File: config.mk
export PLATFORM = sky130hd
export DESIGN_NAME = wb_master_arbiter
export DESIGN_NICKNAME = d
export VERILOG_FILES = /design/src/rtl/wb_master_arbiter_pkg.sv /design/src/rtl/wb_watchdog.sv /design/src/rtl/wb_master_arbiter.sv
export SDC_FILE = /design/constraint.sdc
export NUM_CORES = 1
export LEC_CHECK = 0
export BUFFER_PORTS_ARGS = -buffer_cell sky130_fd_sc_hd__buf_2
export CAP_MARGIN = 30
export CORE_AREA = 2 2 100 102
export CTS_CLUSTER_DIAMETER = 100
export DETAILED_ROUTE_END_ITERATION = 8
export DIE_AREA = 0 0 102 104
export PLACE_DENSITY = 0.88
export SYNTH_ARGS = -nofsm -noshare
export SYNTH_HDL_FRONTEND = slang
export SYNTH_SLANG_ARGS = --single-unit
File: constraint.sdc
create_clock -name clk -period 5.7 [get_ports clk]
set_clock_uncertainty 0.05 [all_clocks]
set_input_delay 0.855 -clock clk [delete_from_list [all_inputs] [get_ports clk]]
set_output_delay 0.855 -clock clk [all_outputs]
set_load 0.02 [all_outputs]
File: src/rtl/wb_master_arbiter_pkg.sv
// ----------------------------------------------------------------------------
// wb_master_arbiter_pkg
//   Shared definitions for the two-master Wishbone arbiter:
//   - FSM state codes (kept as fixed 2-bit encodings so existing debug
//     tooling that decodes the state register keeps working)
//   - one-hot grant encodings as presented on o_grant
//   - default abort data word
//   - helper to size the watchdog counter
// ----------------------------------------------------------------------------
package wb_master_arbiter_pkg;

  // Arbiter FSM state encodings
  localparam logic [1:0] ST_IDLE = 2'd0;
  localparam logic [1:0] ST_OWN0 = 2'd1;
  localparam logic [1:0] ST_OWN1 = 2'd2;

  // Grant encodings, {m1, m0}
  localparam logic [1:0] GNT_NONE = 2'b00;
  localparam logic [1:0] GNT_M0   = 2'b01;
  localparam logic [1:0] GNT_M1   = 2'b10;

  // Read data returned to a master whose access was aborted by the watchdog
  localparam logic [31:0] DEFAULT_TIMEOUT_DATA = 32'hDEADBEEF;

  // Counter width able to hold 0..cycles; never narrower than one bit so a
  // disabled watchdog (cycles == 0) still elaborates cleanly.
  function automatic int unsigned wdog_width(input int unsigned cycles);
    int unsigned w;
    w = $clog2(cycles + 1);
    return (w < 1) ? 1 : w;
  endfunction

endpackage

File: src/rtl/wb_watchdog.sv
// ----------------------------------------------------------------------------
// wb_watchdog
//   Bus watchdog counter. Counts cycles while en is high; expire pulses
//   combinationally in the cycle the count reaches LIMIT-1 with en still
//   high, i.e. on the LIMIT-th consecutive enabled cycle. The counter
//   restarts on clr or on expiry. LIMIT == 0 disables expiry entirely.
//
// Ports
//   clk     in  clock
//   rst     in  asynchronous active-high reset
//   clr     in  synchronous clear of the count
//   en      in  count enable (stalled strobe)
//   expire  out one-cycle abort pulse
// ----------------------------------------------------------------------------
module wb_watchdog
  import wb_master_arbiter_pkg::*;
#(
  parameter int unsigned LIMIT = 1024
) (
  input  logic clk,
  input  logic rst,
  input  logic clr,
  input  logic en,
  output logic expire
);

  localparam int unsigned W = wdog_width(LIMIT);
  localparam logic [W-1:0] LAST = (LIMIT == 0) ? '0 : W'(LIMIT - 1);

  logic [W-1:0] count;

  always_comb begin
    expire = 1'b0;
    if (LIMIT != 0) begin
      expire = en && (count == LAST);
    end
  end

  always_ff @(posedge clk or posedge rst) begin
    if (rst) begin
      count <= '0;
    end else if (clr || expire) begin
      count <= '0;
    end else if (en) begin
      count <= count + W'(1);
    end
  end

endmodule

File: src/rtl/wb_master_arbiter.sv
// ----------------------------------------------------------------------------
// wb_master_arbiter
//   Two-master, one-slave Wishbone classic arbiter sharing the on-chip
//   memory between the core/debug master (m0) and the UART bridge (m1).
//   Ownership is granted (registered) from IDLE and held for the whole cyc
//   burst of the owner. The owner's strobe is re-gated after each ack so a
//   master that keeps stb high cannot re-trigger the slave; dropping stb for
//   a cycle re-arms it for another access inside the same cyc. A watchdog
//   completes a hung access with ack+err and TIMEOUT_DATA.
//
// Ports
//   clk, rst                 clock, asynchronous active-high reset
//   mN_cyc_i/stb_i/we_i      master N cycle, strobe, write enable
//   mN_adr_i/dat_i           master N address, write data
//   mN_dat_o                 master N read data (held between acks)
//   mN_ack_o/err_o           master N acknowledge / watchdog error
//   s_cyc_o/stb_o/we_o       slave cycle, strobe, write enable
//   s_adr_o/dat_o            slave address, write data
//   s_dat_i/ack_i            slave read data, acknowledge
//   o_grant                  one-hot owner {m1,m0}, 00 when idle
//   o_timeout                one-cycle pulse on watchdog abort
// ----------------------------------------------------------------------------
module wb_master_arbiter
  import wb_master_arbiter_pkg::*;
#(
  parameter int unsigned DATA_WIDTH     = 32,
  parameter int unsigned ADDR_WIDTH     = 16,
  parameter int unsigned ROUND_ROBIN    = 1,
  parameter int unsigned TIMEOUT_CYCLES = 1024,
  parameter logic [DATA_WIDTH-1:0] TIMEOUT_DATA = DATA_WIDTH'(DEFAULT_TIMEOUT_DATA)
) (
  input  logic                  clk,
  input  logic                  rst,
  // master 0 (core/debug)
  input  logic                  m0_cyc_i,
  input  logic                  m0_stb_i,
  input  logic                  m0_we_i,
  input  logic [ADDR_WIDTH-1:0] m0_adr_i,
  input  logic [DATA_WIDTH-1:0] m0_dat_i,
  output logic [DATA_WIDTH-1:0] m0_dat_o,
  output logic                  m0_ack_o,
  output logic                  m0_err_o,
  // master 1 (UART bridge)
  input  logic                  m1_cyc_i,
  input  logic                  m1_stb_i,
  input  logic                  m1_we_i,
  input  logic [ADDR_WIDTH-1:0] m1_adr_i,
  input  logic [DATA_WIDTH-1:0] m1_dat_i,
  output logic [DATA_WIDTH-1:0] m1_dat_o,
  output logic                  m1_ack_o,
  output logic                  m1_err_o,
  // slave
  output logic                  s_cyc_o,
  output logic                  s_stb_o,
  output logic                  s_we_o,
  output logic [ADDR_WIDTH-1:0] s_adr_o,
  output logic [DATA_WIDTH-1:0] s_dat_o,
  input  logic [DATA_WIDTH-1:0] s_dat_i,
  input  logic                  s_ack_i,
  // status
  output logic [1:0]            o_grant,
  output logic                  o_timeout
);

  logic [1:0]            state;
  logic                  last;   // index of the most recently granted master
  logic                  done;   // owner's current access already completed
  logic [DATA_WIDTH-1:0] hold0;
  logic [DATA_WIDTH-1:0] hold1;

  logic own0, own1, owned;
  logic own_cyc, own_stb;
  logic acked;
  logic wd_en, wd_clr, expire;

  assign own0  = (state == ST_OWN0);
  assign own1  = (state == ST_OWN1);
  assign owned = own0 | own1;

  // --------------------------------------------------------------------------
  // Slave-side multiplexer from the current owner; all zero while idle so
  // an asynchronous reset drops every slave output immediately.
  // --------------------------------------------------------------------------
  always_comb begin
    own_cyc = 1'b0;
    own_stb = 1'b0;
    s_we_o  = 1'b0;
    s_adr_o = '0;
    s_dat_o = '0;
    if (own0) begin
      own_cyc = m0_cyc_i;
      own_stb = m0_stb_i;
      s_we_o  = m0_we_i;
      s_adr_o = m0_adr_i;
      s_dat_o = m0_dat_i;
    end else if (own1) begin
      own_cyc = m1_cyc_i;
      own_stb = m1_stb_i;
      s_we_o  = m1_we_i;
      s_adr_o = m1_adr_i;
      s_dat_o = m1_dat_i;
    end
  end

  assign s_cyc_o = owned;
  // Gating with own_cyc makes an abandoned access drop stb in the same cycle
  // the owner releases cyc, even if the master leaves stb asserted.
  assign s_stb_o = own_cyc & own_stb & ~done;
  // A slave ack only counts while a strobe is presented; stray acks vanish.
  assign acked   = s_stb_o & s_ack_i;

  // --------------------------------------------------------------------------
  // Watchdog: counts consecutive stalled strobe cycles. Any cycle without a
  // stalled strobe (ack, strobe gone, state exit) restarts it.
  // --------------------------------------------------------------------------
  assign wd_en  = s_stb_o & ~s_ack_i;
  assign wd_clr = ~wd_en;

  wb_watchdog #(
    .LIMIT (TIMEOUT_CYCLES)
  ) u_watchdog (
    .clk    (clk),
    .rst    (rst),
    .clr    (wd_clr),
    .en     (wd_en),
    .expire (expire)
  );

  // --------------------------------------------------------------------------
  // Master-side responses
  // --------------------------------------------------------------------------
  always_comb begin
    m0_ack_o = own0 & (acked | expire);
    m0_err_o = own0 & expire;
    m1_ack_o = own1 & (acked | expire);
    m1_err_o = own1 & expire;

    m0_dat_o = hold0;
    if (own0 && acked) begin
      m0_dat_o = s_dat_i;
    end else if (own0 && expire) begin
      m0_dat_o = TIMEOUT_DATA;
    end

    m1_dat_o = hold1;
    if (own1 && acked) begin
      m1_dat_o = s_dat_i;
    end else if (own1 && expire) begin
      m1_dat_o = TIMEOUT_DATA;
    end
  end

  assign o_grant   = {own1, own0};
  assign o_timeout = expire;

  // --------------------------------------------------------------------------
  // Arbitration FSM
  // --------------------------------------------------------------------------
  always_ff @(posedge clk or posedge rst) begin
    if (rst) begin
      state <= ST_IDLE;
      last  <= 1'b1;
      done  <= 1'b0;
    end else begin
      case (state)
        ST_IDLE: begin
          done <= 1'b0;
          if (m0_cyc_i && m1_cyc_i) begin
            // Round robin hands the bus to the master not served last;
            // fixed priority always favours m0.
            if ((ROUND_ROBIN != 0) && !last) begin
              state <= ST_OWN1;
              last  <= 1'b1;
            end else begin
              state <= ST_OWN0;
              last  <= 1'b0;
            end
          end else if (m0_cyc_i) begin
            state <= ST_OWN0;
            last  <= 1'b0;
          end else if (m1_cyc_i) begin
            state <= ST_OWN1;
            last  <= 1'b1;
          end
        end

        ST_OWN0, ST_OWN1: begin
          if (!own_cyc) begin
            // Burst ends; IDLE is a mandatory dead cycle before regrant.
            state <= ST_IDLE;
            done  <= 1'b0;
          end else if (acked || expire) begin
            done <= 1'b1;
          end else if (!own_stb) begin
            done <= 1'b0;
          end
        end

        default: begin
          state <= ST_IDLE;
          done  <= 1'b0;
        end
      endcase
    end
  end

  // --------------------------------------------------------------------------
  // Read data holding registers; survive cyc release until the next ack.
  // --------------------------------------------------------------------------
  always_ff @(posedge clk or posedge rst) begin
    if (rst) begin
      hold0 <= '0;
      hold1 <= '0;
    end else begin
      if (own0 && acked) begin
        hold0 <= s_dat_i;
      end else if (own0 && expire) begin
        hold0 <= TIMEOUT_DATA;
      end
      if (own1 && acked) begin
        hold1 <= s_dat_i;
      end else if (own1 && expire) begin
        hold1 <= TIMEOUT_DATA;
      end
    end
  end

endmodule

==> results.toml, run 1 <==
[status]
status = "completed"

[clock_network]
htreeDepth = 3
cts_tree = "yes"
clockBufferDepth = 2
clk_pin_slew_worst_paths_ps = 80
cts_hold_buffers = 0
cts.sinks = 79
cts-resized-gates = 0
post_cts_buffers = 0
root_buffer = "clkbuf_8"
cts_buffers = 9
clock_latency_ps = 360

[yosys]
synth-edff-count = 0
postSynth.asyncResetShare_pct = 100
synth_top_area_cell = "dfrtp_1"
netlist.area_leader.share_pct = 53.4
synth_fa_ha_area_share_pct = 1.37
synth_seq_area_share_pct = 54.2
netlist_top_cells_area = "dfrtp_1 53%, a22o_1 16%, o22a_1 12%, nor2_2 1.5%, xnor2_1 1.4%"
synth_simple_gate_area_share_pct = 7.54
syn_inst = 293
synth_xor_xnor_area_share_pct = 1.92
synthesis.area_sq_um = 3650
synth-main-ff-cell = "dfrtp_1"
yosys_warnings = 0
ys_ff_latch = 79
synth_top_family_by_area = "compound AO/OA/AOI/OAI gates"
synthTopCellsByCount = "78 x dfrtp_1, 66 x a22o_1, 48 x o22a_1"
synth_area_per_cell_sq_um = 12.5
synth_compound_area_share_pct = 30.1
synthMuxAreaShare_pct = 0
synth_cell_type_count = 44
yosysMostFrequentCell = "dfrtp_1"
syn-num-nets = 434

[floorplan]
ios = 259
core_sq_um = 9550
start_util_pct = 38.2
die_h_um = 104
rows = 36
die_w_um = 102
die_area_sq_um = 10600

[global_route]
antenna_found_initial = 0
grt.total_usage_pct = 21.7
grt.overflow.total = 0
grt_pass1_wl_um = 18000
grt_pass1_vias = 3626
grt_max_degree = 80

[critical_path]
start_kind = "flip-flop"
crit_arrival_ps = 3470
required_ps = 4800
crit_path_max_fanout = 56
path_class = "reg2out"
critPathCaptureType = "output port"

[pwr]
p_leak_nw = 2.86
pwr_density_cell_nw_per_um2 = 515
finalPower_mw = 2.70
ir_drop_mv = 0.372

[sta]
period_share_pct = 76.8
hold_viol_final = 0
setup_viol = 0
setup_ws_ps = 1320
drv_slew = 0
worstMarginPinSlew_ps = 1020
slew-limit-headroom_pct = 32.1
rsz0062_at_grt = "no"
holdWs_ps = 396
finalSetupTns_ps = 0
timing.fmax_mhz = 229
fin_crit_ps = 4380

[drt]
ant_nets = 0
drt_drc_violations_left = 0
drt_iter0_markers = 129
first_pass_iters = 4
drt-wirelength-per-cell_um = 17.3
routed_wl_um = 11700
vias = 3529
viasPerCell = 5.21

[layout]
drive_above_1_share_pct = 55.3
antennaDiodeCount = 0
nNetsFinal = 680
n_fill_cell = 849
areaGrowthSynthToFinish_pct = 43.5

[placed_design]
portBuffers = 258
gp_congestion = 0.822
dp_slack_ps = 1630
post-dp-hpwl_um = 9240

[job]
drv_cap = 0

[hold_path]
worstHoldPathType = "in2async"
placed cells by master (no fill, tap or decap), types with 2 or more instances in the layout:
| master | synthesis | layout |
|---|---|---|
| a21oi_1 | 3 | 3 |
| a22o_1 | 66 | 66 |
| and2_1 | 2 | 2 |
| and3_1 | 2 | 2 |
| and3_2 | 2 | 2 |
| buf_2 | 5 | 258 |
| bufinv_16 | 0 | 2 |
| clkbuf_8 | 0 | 10 |
| clkinv_2 | 1 | 2 |
| clkinv_4 | 1 | 2 |
| dfrtp_1 | 78 | 78 |
| ha_1 | 4 | 3 |
| inv_1 | 6 | 5 |
| inv_2 | 1 | 2 |
| nand2_1 | 7 | 7 |
| nand3_1 | 3 | 3 |
| nor2_1 | 5 | 5 |
| nor2_2 | 9 | 9 |
| nor3_1 | 2 | 2 |
| o22a_1 | 48 | 48 |
| xnor2_1 | 6 | 6 |
| xor2_1 | 2 | 2 |
through the flow:
stage | utilization (%) | cells | area, sq um
3_3_place_gp | 52.3 | 660 | 4990
6_report | 54.9 | 677 | 5240
3_5_place_dp | 52.3 | 660 | 4990
2_1_floorplan | - | 293 | 3650
4_1_cts | 54.6 | 676 | 5210
5_1_grt | 54.9 | 677 | 5240
final timing paths:
kind                            cells past startpoint                   to  slack (ps)                 from
worst max-delay path                                7         m0_dat_o[21]        1320             state[1]
worst min-delay path                                3            hold0[23]         400                  rst
worst max register to register                      6             hold0[1]        2580             state[1]
worst min register to register                      1  u_watchdog.count[0]         430  u_watchdog.count[0]
max in group asynchronous                           4                 last        4610                  rst
min in group clk                                    1  u_watchdog.count[0]         430  u_watchdog.count[0]
logic make-up (layout without fill, tap and decap cells):
logic type / Yosys count / count (layout)
simple gates: 42 / 42
compound gates: 126 / 126
buf+inv: 34 / 285
xor+xnor: 8 / 8
fa+ha+maj: 4 / 4
flops: 79 / 79
power breakdown:
group / total, mW / internal, mW / switching, mW
Sequential: 0.816 / 0.752 / 0.0637
Combinational: 1.42 / 0.529 / 0.894
Clock: 0.458 / 0.259 / 0.199
critical path, cell delays in order, from the launching register on:
cell and delay (ps):
dfrtp_1 390, inv_1 110, ha_2 860, nand2_1 250, a211oi_2 320, nand2_1 560
o22a_1 440, buf_2 160
flip-flops by register name, summed over array words and instances, names as in the netlist:
register	cells
u_watchdog.count	11
last	1
done	1
hold0	32
state	2
hold1	32
cell type report:
class	instances	area [sq um]	area share [%]
well taps	133	166	3.18
multi-input cells	180	1510	28.7
clock inverters	5	81.3	1.55
clock buffers	11	141	2.70
flip-flops and latches	79	1980	37.8
inverters	9	40.0	0.764
repair buffers	260	1330	25.3
per-layer routing:
layer / up-vias / global-route usage [%] / share of wire, %
met3: 23 / 7.73 / 9.0
li1: 1629 / - / -
met1: 1714 / 22.2 / 37
met4: 0 / 6.67 / 1.6
met5: - / 0 / 0
met2: 163 / 40.5 / 53
(Power assumes the default switching activity.)
==> run 2: changes to the inputs <==
- CORE_AREA: 2 2 100 102 -> unset
- CORE_MARGIN: unset -> 2
- CORE_UTILIZATION: unset -> 37
- DIE_AREA: 0 0 102 104 -> unset
- clock period: 5.7 -> 3.98 ns (I/O delays scaled with it)
==> run 2 against run 1 <==
Combinational power rose by 44%. Global-route usage down 0.62 points. Critical path depth unchanged. Sequential power rose by 43%. Critical path type unchanged.
==> results.toml, run 2 (synthesized netlist as in run 1, its figures left out) <==
[status]
status = "completed"

[clock_network]
post_cts_buffers = 0
root_buffer = "clkbuf_8"
htreeDepth = 3
cts_tree = "yes"
clock_latency_ps = 340
cts_hold_buffers = 0
cts-resized-gates = 0
clockBufferDepth = 2
clk_pin_slew_worst_paths_ps = 80
cts.sinks = 79
cts_buffers = 9

[critical_path]
crit_arrival_ps = 2930
path_class = "reg2out"
crit_path_max_fanout = 24
start_kind = "flip-flop"
required_ps = 3330
critPathCaptureType = "output port"

[sta]
fin_crit_ps = 3580
worstMarginPinSlew_ps = 1010
drv_slew = 0
period_share_pct = 89.9
rsz0062_at_grt = "no"
holdWs_ps = 375
timing.fmax_mhz = 279
hold_viol_final = 0
finalSetupTns_ps = 0
slew-limit-headroom_pct = 32.4
setup_viol = 0

[global_route]
grt_max_degree = 50
grt.overflow.total = 0
grt_pass1_vias = 3324
grt.total_usage_pct = 21.1
grt_pass1_wl_um = 16900
antenna_found_initial = 0

[pwr]
p_leak_nw = 2.85
p_int_mw = 2.13
p_sw_share_pct = 43.8
pwr_density_cell_nw_per_um2 = 727
seq_power_share_pct = 30.9
ir_drop_mv = 0.415
p_sw_mw = 1.66
pwr-share-comb_pct = 54.2
clkPwrFrac_pct = 14.9
finalPower_mw = 3.79

[drt]
drt-wirelength-per-cell_um = 17.6
vias = 3451
wl_met1_um = 4290
drt_drc_violations_left = 0
top_layer_used = "met4"
viasPerCell = 5.08
routed_wl_um = 11900
ant_nets = 0
first_pass_iters = 4
drt_iter0_markers = 94
wl_met3_um = 830
wl_met2_um = 6570

[layout]
areaGrowthSynthToFinish_pct = 42.6
antennaDiodeCount = 0
final_common_cell = "buf_2"
final_cell_mix = "258 x buf_2, 78 x dfrtp_1, 66 x a22o_1"
layout.cells.non_filler = 679
top_regs = "hold0: 32 flops, hold1: 32 flops, u_watchdog.count: 11 flops"
final_core_util_pct = 53.8
nNetsFinal = 682
drive_above_1_share_pct = 55.5

[job]
drv_cap = 0

[floorplan]
rows = 36
start_util_pct = 37.7
die_h_um = 103
die_area_sq_um = 10700
core_sq_um = 9680
ios = 259
die_w_um = 103

[hold_path]
worstHoldPathType = "in2reg"

[placed_design]
gp_congestion = 0.849
post-dp-hpwl_um = 9710
placed_cells = 663
portBuffers = 258
==> run 2: cell count changes in the layout (fill, tap and decap cells not counted), sizes merged <==
cell / before / now
bufinv: 2 / 0
buf: 260 / 262
clkbuf: 11 / 14
clkinv: 4 / 3
==> run 2: worst max-delay path: stages (launching register included) <==
cell and delay [ps]:
dfrtp_1 410, inv_1 120, ha_1 400, nand3b_2 160
a211oi_2 320, nand2_1 550, o22a_1 450, buf_2 160
==> run 2: path summary, 6_finish.rpt <==
| path | from | to | slack [ps] | depth (start not counted) |
|---|---|---|---|---|
| worst max-delay path | state[0] | m0_dat_o[28] | 400 | 7 |
| worst min-delay path | m0_cyc_i | last | 370 | 2 |
| worst max register to register | state[0] | hold0[28] | 1380 | 6 |
| worst min register to register | u_watchdog.count[0] | u_watchdog.count[0] | 430 | 1 |
| max in group asynchronous | rst | hold1[4] | 2680 | 3 |
| min in group asynchronous | rst | u_watchdog.count[0] | 410 | 2 |
==> run 2: area by class of cell <==
cell class / instances / area [sq um]
clock buffers: 14 / 183
clock inverters: 2 / 12.5
fillers: 852 / 4480
inverters: 9 / 40.0
multi-input cells: 180 / 1510
flip-flops and latches: 79 / 1980
well taps: 133 / 166
repair buffers: 262 / 1320
==> run 2: through the flow <==
step / cell area (sq um) / worst slack, ps
floorplan: 3650 / 1210
global placement: 5010 / 925
detailed placement: 5010 / 765
CTS: 5210 / 364
global route: 5210 / 140
finish: 5210 / 401
==> run 2: layer usage <==
| layer | up-vias | global-route usage, % |
|---|---|---|
| met3 | 18 | 5.04 |
| met2 | 161 | 40.6 |
| met4 | 0 | 8.60 |
| met5 | - | 0 |
| li1 | 1629 | - |
| met1 | 1643 | 21.7 |
==> run 2: power groups by stage <==
stage,clock network (mW),registers [mW],logic (mW)
after floorplan,0,1.15,1.40
after global placement,0,1.17,2.01
after detailed placement,0,1.18,2.07
after CTS,0.583,1.17,2.07
after global routing,0.625,1.20,2.20
final,0.565,1.17,2.05
==> run 3: changes to the inputs <==
- REMOVE_ABC_BUFFERS: unset -> 1
==> run 3 against run 2 <==
Via count rose by 1.1%. Die area did not move. Total power is 1.0% higher. Sequential power about the same. Utilization fell by 0.078 points. Setup slack got worse by 98 ps. Routed wire length down 0.32%. Non-clock buffer count is 1 lower. Final cell count decreased by 0.29%. Sequential share of layout area increased by 0.055 points. Design area shrank 0.14%. Largest power group unchanged. Highest routed layer unchanged.
==> results.toml, run 3 (synthesized netlist as in run 1, its figures left out) <==
[drt]
drt-wirelength-per-cell_um = 17.6
vias = 3490
viasPerCell = 5.16
routed_wl_um = 11900
wl_met2_um = 5840
wl_met1_um = 5090
drt_drc_violations_left = 0
drt_iter0_markers = 92
wl_met3_um = 866
top_layer_used = "met4"
first_pass_iters = 4
ant_nets = 0

[sta]
finalSetupTns_ps = 0
fin_crit_ps = 3680
drv_slew = 0
hold_viol_final = 0
setup_ws_ps = 303
worstMarginPinSlew_ps = 759
setup_viol = 0
period_share_pct = 92.4
timing.fmax_mhz = 272
slew-limit-headroom_pct = 49.1
rsz0062_at_grt = "no"

[pwr]
pwr-share-comb_pct = 54.7
p_sw_mw = 1.69
p_leak_nw = 2.84
clkPwrFrac_pct = 14.7
pwr_density_cell_nw_per_um2 = 736
seq_power_share_pct = 30.6
ir_drop_mv = 0.426
p_sw_share_pct = 44.3
p_int_mw = 2.13

[clock_network]
cts_hold_buffers = 0
post_cts_buffers = 0
htreeDepth = 3
cts-resized-gates = 0
cts.sinks = 79
clock_latency_ps = 340
clockBufferDepth = 2
cts_tree = "yes"
cts_buffers = 9
root_buffer = "clkbuf_8"
clk_pin_slew_worst_paths_ps = 80

[critical_path]
required_ps = 3330
path_buf_inv = 4
start_kind = "flip-flop"
slowest_stage = "buf_4"
crit_arrival_ps = 3030
crit_path_max_fanout = 53
crit_family = "buffers and inverters"
max_stage_delay_ps = 450
crit_chain = "inv_1 -> ha_1 -> buf_4 -> nand2_1 -> a211oi_2 -> o21ai_2 -> inv_2 -> o22a_1 -> buf_2"
critPathCaptureType = "output port"
path_class = "reg2out"

[layout]
final_common_cell = "buf_2"
antennaDiodeCount = 0
nNetsFinal = 681
areaGrowthSynthToFinish_pct = 42.4
multi_input_comb_area_sq_um = 1500
final_cell_mix = "258 x buf_2, 78 x dfrtp_1, 66 x a22o_1"
final_core_util_pct = 53.7
drive_above_1_share_pct = 55.3
layout.cells.non_filler = 677
postLayoutCellArea_sq_um = 5200
seqCellArea_sq_um = 1980
top_regs = "hold0: 32 flops, hold1: 32 flops, u_watchdog.count: 11 flops"
n_fill_cell = 874

[global_route]
grt_max_degree = 54
antenna_found_initial = 0
grt_pass1_wl_um = 16300
grt.overflow.total = 0
grt_pass1_vias = 3213
grt.total_usage_pct = 19.8

[placed_design]
portBuffers = 258
placed_cells = 662
gp_congestion = 0.826
post-dp-hpwl_um = 9440
dpl_cell_area_sq_um = 5010
dp_slack_ps = 506

[status]
status = "completed"

[floorplan]
die_h_um = 103
die_w_um = 103
core_sq_um = 9680
start_util_pct = 37.7
rows = 36
die_area_sq_um = 10700
ios = 259

[hold_path]
worstHoldPathType = "in2async"

[job]
drv_cap = 0
run 3: area by class of cell:
| type | instances | area share [%] |
|---|---|---|
| sequential | 79 | 38.0 |
| inverter | 9 | 0.794 |
| clock inverter | 5 | 1.13 |
| multi-input combinational | 180 | 28.9 |
| timing repair buffer | 261 | 25.5 |
| tap | 133 | 3.20 |
| clock buffer | 10 | 2.45 |
run 3: final timing paths:
kind | from | to | slack, ps | cells past startpoint
setup / recovery | state[1] | m0_dat_o[9] | 300 | 9
hold / removal | rst | hold1[6] | 290 | 2
setup reg to reg | state[1] | u_watchdog.count[6] | 1300 | 7
hold reg to reg | u_watchdog.count[0] | u_watchdog.count[0] | 420 | 1
max in group asynchronous | rst | last | 2620 | 3
min in group clk | m0_cyc_i | last | 380 | 2
run 3: routing by layer:
layer | up-vias | track usage (%)
met3 | 9 | 5.58
met5 | - | 0
li1 | 1620 | -
met1 | 1719 | 26.9
met2 | 142 | 31.1
met4 | 0 | 5.77
run 3: power groups by stage:
stage	sequential (mW)	combinational (mW)	clock, mW
after floorplan	1.15	1.37	0
after global placement	1.17	2.04	0
after detailed placement	1.19	2.09	0
after CTS	1.17	2.10	0.586
after global routing	1.19	2.22	0.614
final	1.17	2.09	0.563
run 3: per-stage QoR:
stage | total power, mW | hold WS [ps]
after floorplan | 2.52 | 393
after global placement | 3.21 | 405
after detailed placement | 3.27 | 420
after CTS | 3.85 | 289
after global routing | 4.03 | 324
final | 3.83 | 287
run 3: worst register-to-register path: cells and delay by family (launching register included):
family          cells  cell delay (ps)
simple gates        3             1000
compound gates      1              400
flops               1              390
buf+inv             2              560
fa+ha+maj           1              210
